===== src/rtl/seq_pkg.sv =====
// Shared types for the byte sequencer and the word assembler that consumes its output.
package seq_pkg;

    localparam int unsigned BYTE_W = 8;

    typedef enum logic [1:0] {
        IDLE     = 2'd0,
        GOT_HI   = 2'd1,
        GOT_BOTH = 2'd2,
        HOLD     = 2'd3
    } asm_state_t;

    // Upstream three-phase sequencer states, kept here so both sides agree on encoding.
    typedef enum logic [1:0] {
        SEQ_IDLE = 2'd0,
        SEQ_HIGH = 2'd1,
        SEQ_LOW  = 2'd2,
        SEQ_OP   = 2'd3
    } seq_state_t;

endpackage


===== src/rtl/word_assembler_sync_fifo.sv =====
// Small synchronous FIFO with a registered head word, occupancy and full/empty flags.
module sync_fifo #(
    parameter int unsigned WIDTH = 16,
    parameter int unsigned DEPTH = 4
) (
    input  logic                           CLK,
    input  logic                           RESET,
    input  logic                           push,
    input  logic                           pop,
    input  logic [WIDTH-1:0]               wdata,
    output logic [WIDTH-1:0]               rdata,
    output logic [$clog2(DEPTH+1)-1:0]     count,
    output logic                           full,
    output logic                           empty
);

    localparam int unsigned PTR_W = $clog2(DEPTH);
    localparam int unsigned CNT_W = $clog2(DEPTH+1);

    logic [WIDTH-1:0] mem_q [DEPTH];
    logic [WIDTH-1:0] mem_d [DEPTH];
    logic [PTR_W-1:0] wr_ptr_q, wr_ptr_d;
    logic [PTR_W-1:0] rd_ptr_q, rd_ptr_d;
    logic [CNT_W-1:0] count_q, count_d;
    logic [WIDTH-1:0] rdata_q, rdata_d;
    logic             full_q, full_d;
    logic             empty_q, empty_d;
    logic             do_push, do_pop;

    // A full FIFO still accepts a push when the head leaves in the same cycle.
    always_comb begin
        mem_d    = mem_q;
        wr_ptr_d = wr_ptr_q;
        rd_ptr_d = rd_ptr_q;
        count_d  = count_q;
        do_pop   = pop && !empty_q;
        do_push  = push && (!full_q || do_pop);

        if (do_push) begin
            mem_d[wr_ptr_q] = wdata;
            wr_ptr_d        = wr_ptr_q + PTR_W'(1);
        end
        if (do_pop) begin
            rd_ptr_d = rd_ptr_q + PTR_W'(1);
        end

        case ({do_push, do_pop})
            2'b10:   count_d = count_q + CNT_W'(1);
            2'b01:   count_d = count_q - CNT_W'(1);
            default: count_d = count_q;
        endcase

        rdata_d = mem_d[rd_ptr_d];
        full_d  = (count_d == CNT_W'(DEPTH));
        empty_d = (count_d == CNT_W'(0));
    end

    always_ff @(posedge CLK or negedge RESET) begin
        if (!RESET) begin
            for (int i = 0; i < int'(DEPTH); i++) begin
                mem_q[i] <= '0;
            end
            wr_ptr_q <= '0;
            rd_ptr_q <= '0;
            count_q  <= '0;
            rdata_q  <= '0;
            full_q   <= 1'b0;
            empty_q  <= 1'b1;
        end else begin
            mem_q    <= mem_d;
            wr_ptr_q <= wr_ptr_d;
            rd_ptr_q <= rd_ptr_d;
            count_q  <= count_d;
            rdata_q  <= rdata_d;
            full_q   <= full_d;
            empty_q  <= empty_d;
        end
    end

    assign rdata = rdata_q;
    assign count = count_q;
    assign full  = full_q;
    assign empty = empty_q;

endmodule


===== src/rtl/word_assembler.sv =====
// Assembles {high, low} byte pairs from the sequencer into 16-bit words and queues them downstream.
module word_assembler #(
    parameter int unsigned DEPTH  = 4,
    parameter int unsigned BYTE_W = seq_pkg::BYTE_W
) (
    input  logic                        CLK,
    input  logic                        RESET,
    input  logic [BYTE_W-1:0]           din,
    input  logic                        en_high,
    input  logic                        en_low,
    input  logic                        op_valid,
    input  logic                        out_ready,
    output logic                        out_valid,
    output logic [2*BYTE_W-1:0]         dout,
    output logic [$clog2(DEPTH+1)-1:0]  count,
    output logic                        overflow,
    output logic                        seq_err
);

    import seq_pkg::*;

    localparam int unsigned WORD_W = 2 * BYTE_W;

    asm_state_t        state_q, state_d;
    logic [BYTE_W-1:0] hi_q, hi_d;
    logic [BYTE_W-1:0] lo_q, lo_d;
    logic              overflow_q, overflow_d;
    logic              seq_err_q, seq_err_d;
    logic              push_req_c;
    logic              pop_c;
    logic              fifo_full;
    logic              fifo_empty;

    assign pop_c = !fifo_empty && out_ready;

    // Assembly FSM: op_valid is a level, so HOLD absorbs it until it drops.
    always_comb begin
        state_d    = state_q;
        hi_d       = hi_q;
        lo_d       = lo_q;
        push_req_c = 1'b0;
        seq_err_d  = seq_err_q;
        overflow_d = overflow_q;

        case (state_q)
            IDLE: begin
                if (op_valid) begin
                    seq_err_d = 1'b1;
                    state_d   = HOLD;
                end else if (en_high) begin
                    hi_d = din;
                    if (en_low) begin
                        lo_d    = din;
                        state_d = GOT_BOTH;
                    end else begin
                        state_d = GOT_HI;
                    end
                end else if (en_low) begin
                    seq_err_d = 1'b1;
                end
            end
            GOT_HI: begin
                if (op_valid) begin
                    seq_err_d = 1'b1;
                    state_d   = HOLD;
                end else begin
                    if (en_high) begin
                        hi_d = din;
                    end
                    if (en_low) begin
                        lo_d    = din;
                        state_d = GOT_BOTH;
                    end
                end
            end
            GOT_BOTH: begin
                if (op_valid) begin
                    push_req_c = 1'b1;
                    state_d    = HOLD;
                end else begin
                    if (en_high) begin
                        hi_d = din;
                    end
                    if (en_low) begin
                        lo_d = din;
                    end
                end
            end
            HOLD: begin
                if (!op_valid) begin
                    state_d = IDLE;
                end
            end
            default: state_d = IDLE;
        endcase

        if (push_req_c && fifo_full && !pop_c) begin
            overflow_d = 1'b1;
        end
    end

    always_ff @(posedge CLK or negedge RESET) begin
        if (!RESET) begin
            state_q    <= IDLE;
            hi_q       <= '0;
            lo_q       <= '0;
            overflow_q <= 1'b0;
            seq_err_q  <= 1'b0;
        end else begin
            state_q    <= state_d;
            hi_q       <= hi_d;
            lo_q       <= lo_d;
            overflow_q <= overflow_d;
            seq_err_q  <= seq_err_d;
        end
    end

    sync_fifo #(
        .WIDTH (WORD_W),
        .DEPTH (DEPTH)
    ) u_fifo (
        .CLK   (CLK),
        .RESET (RESET),
        .push  (push_req_c),
        .pop   (pop_c),
        .wdata ({hi_q, lo_q}),
        .rdata (dout),
        .count (count),
        .full  (fifo_full),
        .empty (fifo_empty)
    );

    assign out_valid = !fifo_empty;
    assign overflow  = overflow_q;
    assign seq_err   = seq_err_q;

endmodule


===== config.mk =====
export PLATFORM = sky130hd
export DESIGN_NAME = word_assembler
export DESIGN_NICKNAME = d
export VERILOG_FILES = /design/src/rtl/seq_pkg.sv /design/src/rtl/word_assembler_sync_fifo.sv /design/src/rtl/word_assembler.sv
export SDC_FILE = /design/constraint.sdc
export NUM_CORES = 1
export LEC_CHECK = 0
export ABC_CLOCK_PERIOD_IN_PS = 3200
export CAP_MARGIN = 20
export CORE_UTILIZATION = 40
export DETAILED_ROUTE_END_ITERATION = 6
export PLACE_DENSITY_LB_ADDON = 0.12
export SETUP_SLACK_MARGIN = 0.15
export SLEW_MARGIN = 20
export SYNTH_ARGS = -nofsm -noshare
export SYNTH_HDL_FRONTEND = slang
export SYNTH_SLANG_ARGS = --single-unit
export TNS_END_PERCENT = 100

===== constraint.sdc =====
create_clock -name CLK -period 3.2 [get_ports CLK]
set_clock_uncertainty 0.1 [all_clocks]
set_input_delay 0.32 -clock CLK [delete_from_list [all_inputs] [get_ports CLK]]
set_output_delay 0.32 -clock CLK [all_outputs]
set_load 0.005 [all_outputs]

==> results_dict.tcl <==
set metrics [dict create \
    synth-seq-cells 109 \
    die_w_um 119.9 \
    row_count 42 \
    final.setup.worst_slack_ns 0.5194 \
    grt.overflow.total 0 \
    crit_top_cell "buf_4" \
    n_fill_cell 1246 \
    cp_top_family "buffers and inverters" \
    die_h_um 119.9 \
    synth_nets 511 \
    antenna_found_initial 0 \
    drt-total-wl_um 14590 \
    gp_congestion 0.7505 \
    netlist_instances 486 \
    end_kind "flop" \
    vias 4242 \
    grt_pass1_vias 4457 \
    synth_xor_area_share_pct 0.9445 \
    path_clk_slew_ns 0.07 \
    layout.nets 527 \
    synthFlopType "dfrtp_1" \
    cts_tree "done" \
    root_buffer "clkbuf_16" \
    cts_setup_buffers 0 \
    path_buf_inv 3 \
    leakage_nw 2.872 \
    hold_viol 0 \
    yosys_warnings 0 \
    final_cells 683 \
    clock.fmax_ghz 0.3731 \
    dr.pass1.iters 5 \
    n_antenna_cell 0 \
    maxCapViolations 0 \
    cts.sinks 109 \
    slowest_stage "a211oi_1" \
    fin_tns_setup_ns 0 \
    outcome "complete, no violations" \
    rsz0062_at_grt "false" \
    numCtsBuffers 9 \
    grt_pass1_wl_um 24160 \
    syn_area_um2 5564 \
    grt_max_degree 71 \
    yosys.area_share.adder_pct 2.609 \
    drive_above_1_share_pct 14.60 \
    h-tree-depth 3 \
    multi_input_area_um2 2552 \
    post_synth_num_cell_types 47 \
    synth_mux_area_share_pct 5.082 \
    period_needed_ns 2.681 \
    dieArea_um2 14390 \
    syn_avg_cell_area_um2 11.45 \
    synth-edff-count 0 \
    wl_per_cell_um 21.36 \
    initial_core_util_pct 41.52 \
    vias_per_cell 6.211 \
    area_delta_synth_final_pct 14.35 \
    drv_slew 0 \
    drt_iter0_drc 408 \
    core_um2 13400 \
    setup_viol 0 \
    synthSimpleGateAreaFrac_pct 13.15 \
    dp.cells 666 \
    async_reset_ff_share_pct 100.0 \
    synth_compound_gate_area_share_pct 24.04 \
    critPathLaunchType "flop" \
    ys_seq_area_share_pct 49.04 \
    cp_cell_sequence "inv_1, ha_1, buf_4, and2_4, o211ai_2, buf_4, a211oi_1, nor4_2" \
    layout_worst_path_cycle_share_pct 83.77 \
    regArea_um2 2729 \
    drc 0 \
    io_pins 36 \
    slew_headroom_pct 36.85 \
    ant_nets 0 \
    port_buffers 35 \
    critPathRequiredTime_ns 3.32 \
    worstSetupPathType "reg2reg" \
    post-route-util_pct 47.48 \
    hp-class "reg2reg" \
    cp.arrival_ns 2.80 \
    clk_latency_ns 0.36 \
    grtUsageTotal_pct 22.19 \
    clockBufferDepth 2 \
    cp_max_fo 36 \
    pre_cts_ws_ns 0.3545 \
    cellPowerDensity_nw_per_um2 1009 \
    ir_drop_uv 607.0 \
    cts-resized-gates 0 \
    place_hpwl_um 9086 \
    tightest_slew_ns 0.9473 \
    synth_top_family_by_area "compound AO/OA/AOI/OAI gates" \
    ctsHoldBuffers 1 \
    max_stage_delay_ns 0.44 \
]
==> kinds of logic after synthesis <==
family                   after synthesis
adder cells (fa/ha/maj)               11
buffers and inverters                 58
XOR/XNOR                               6
flip-flops                           109
AND/OR/NAND/NOR                      105
AO/OA/AOI/OAI                        175
multiplexers                          22
==> state kept, by name (all words and copies together) (netlist names) <==
name             cells
u_fifo.wr_ptr_q      2
u_fifo.mem_q        64
lo_q                 8
state_q              2
seq_err              1
overflow             1
hi_q                 8
u_fifo.count         3
u_fifo.empty         1
u_fifo.rdata        16
u_fifo.rd_ptr_q      2
u_fifo.full          1
==> Yosys cell counts, types with 2 or more instances <==
cell type	instances	share of area [%]
a211oi_1	32	4.3
a21o_1	32	4.3
a21oi_1	36	3.2
a221oi_1	32	5.0
a22o_1	32	5.0
and3_1	32	3.6
buf_2	22	2.0
buf_4	4	0.54
buf_6	3	0.61
clkbuf_1	20	1.3
dfrtp_1	108	49
ha_1	10	2.2
inv_1	6	0.40
mux2_1	8	1.6
mux2_2	9	1.8
mux2i_4	3	1.2
nand2_1	5	0.34
nand4_1	32	3.6
nor2_1	8	0.54
nor2b_1	3	0.34
nor3b_4	2	0.67
nor4_1	5	0.56
nor4_2	11	2.5
o211ai_2	3	0.67
o21bai_1	2	0.27
xnor2_1	5	0.79
==> cell type report <==
class	count	area share, %
Clock buffer	11	3.815
Clock inverter	5	0.9440
Timing Repair Buffer	55	8.260
Sequential cell	109	42.89
Inverter	8	0.5113
Tap cell	176	3.461
Multi-Input combinational cell	319	40.12
==> cell usage in the layout, fill, tap and decap left out, types with 2 or more instances in the layout <==
cell / Yosys / routed
nor4_1: 5 / 5
clkdlybuf4s50_1: 0 / 34
a21o_1: 32 / 32
mux2i_4: 3 / 3
mux2_1: 8 / 8
xnor2_1: 5 / 5
clkbuf_16: 0 / 9
nor3b_4: 2 / 2
a221oi_1: 32 / 32
nor2b_1: 3 / 3
mux2_2: 9 / 9
nor2_1: 8 / 8
clkinv_4: 0 / 2
buf_4: 4 / 18
nand4_1: 32 / 32
buf_12: 0 / 2
o211ai_2: 3 / 3
inv_1: 6 / 6
a22o_1: 32 / 32
nor4_2: 11 / 11
a21oi_1: 36 / 36
dfrtp_1: 108 / 108
nand2_1: 5 / 4
o21bai_1: 2 / 2
a211oi_1: 32 / 32
ha_1: 10 / 10
and3_1: 32 / 32
==> routing by layer <==
metal,vias to the layer above,global-route usage [%],share of wire [%]
met4,0,7.031,1.4
met1,2166,29.52,45
met2,132,35.42,47
li1,1929,-,-
met5,-,0,0
met3,15,5.466,6.0
==> stage by stage <==
step | instance area (um2) | power (mW) | hold WS, ns
global route | 6362 | 6.852 | 0.3933
detailed placement | 6050 | 5.288 | 0.2519
CTS | 6362 | 6.462 | 0.3825
global placement | 6050 | 5.217 | 0.2435
floorplan | 5564 | 4.320 | -0.07559
finish | 6362 | 6.420 | 0.3791
==> where the power goes <==
group | internal, mW | total, mW | switching (mW) | leakage (nW)
sequential | 2.03 | 2.51 | 0.478 | 1.35
clock | 0.631 | 1.16 | 0.529 | 0.146
combinational | 1.31 | 2.75 | 1.44 | 1.37
total | 3.98 | 6.42 | 2.44 | 2.87
==> worst paths after layout <==
check	start	to	slack (ns)	cells after the start
worst max-delay path	state_q[0]$_DFFE_PN0P_	u_fifo.rdata[8]$_DFF_PN0_	0.52	8
worst min-delay path	u_fifo.mem_q[2]$_DFF_PN0_	u_fifo.mem_q[2]$_DFF_PN0_	0.38	1
worst max register to register	state_q[0]$_DFFE_PN0P_	u_fifo.rdata[8]$_DFF_PN0_	0.52	8
worst min register to register	u_fifo.mem_q[2]$_DFF_PN0_	u_fifo.mem_q[2]$_DFF_PN0_	0.38	1
max in group asynchronous	RESET	u_fifo.rdata[8]$_DFF_PN0_	1.80	3
min in group asynchronous	RESET	u_fifo.mem_q[32]$_DFF_PN0_	0.40	2
No activity file was read; power rests on OpenSTA's default activity.
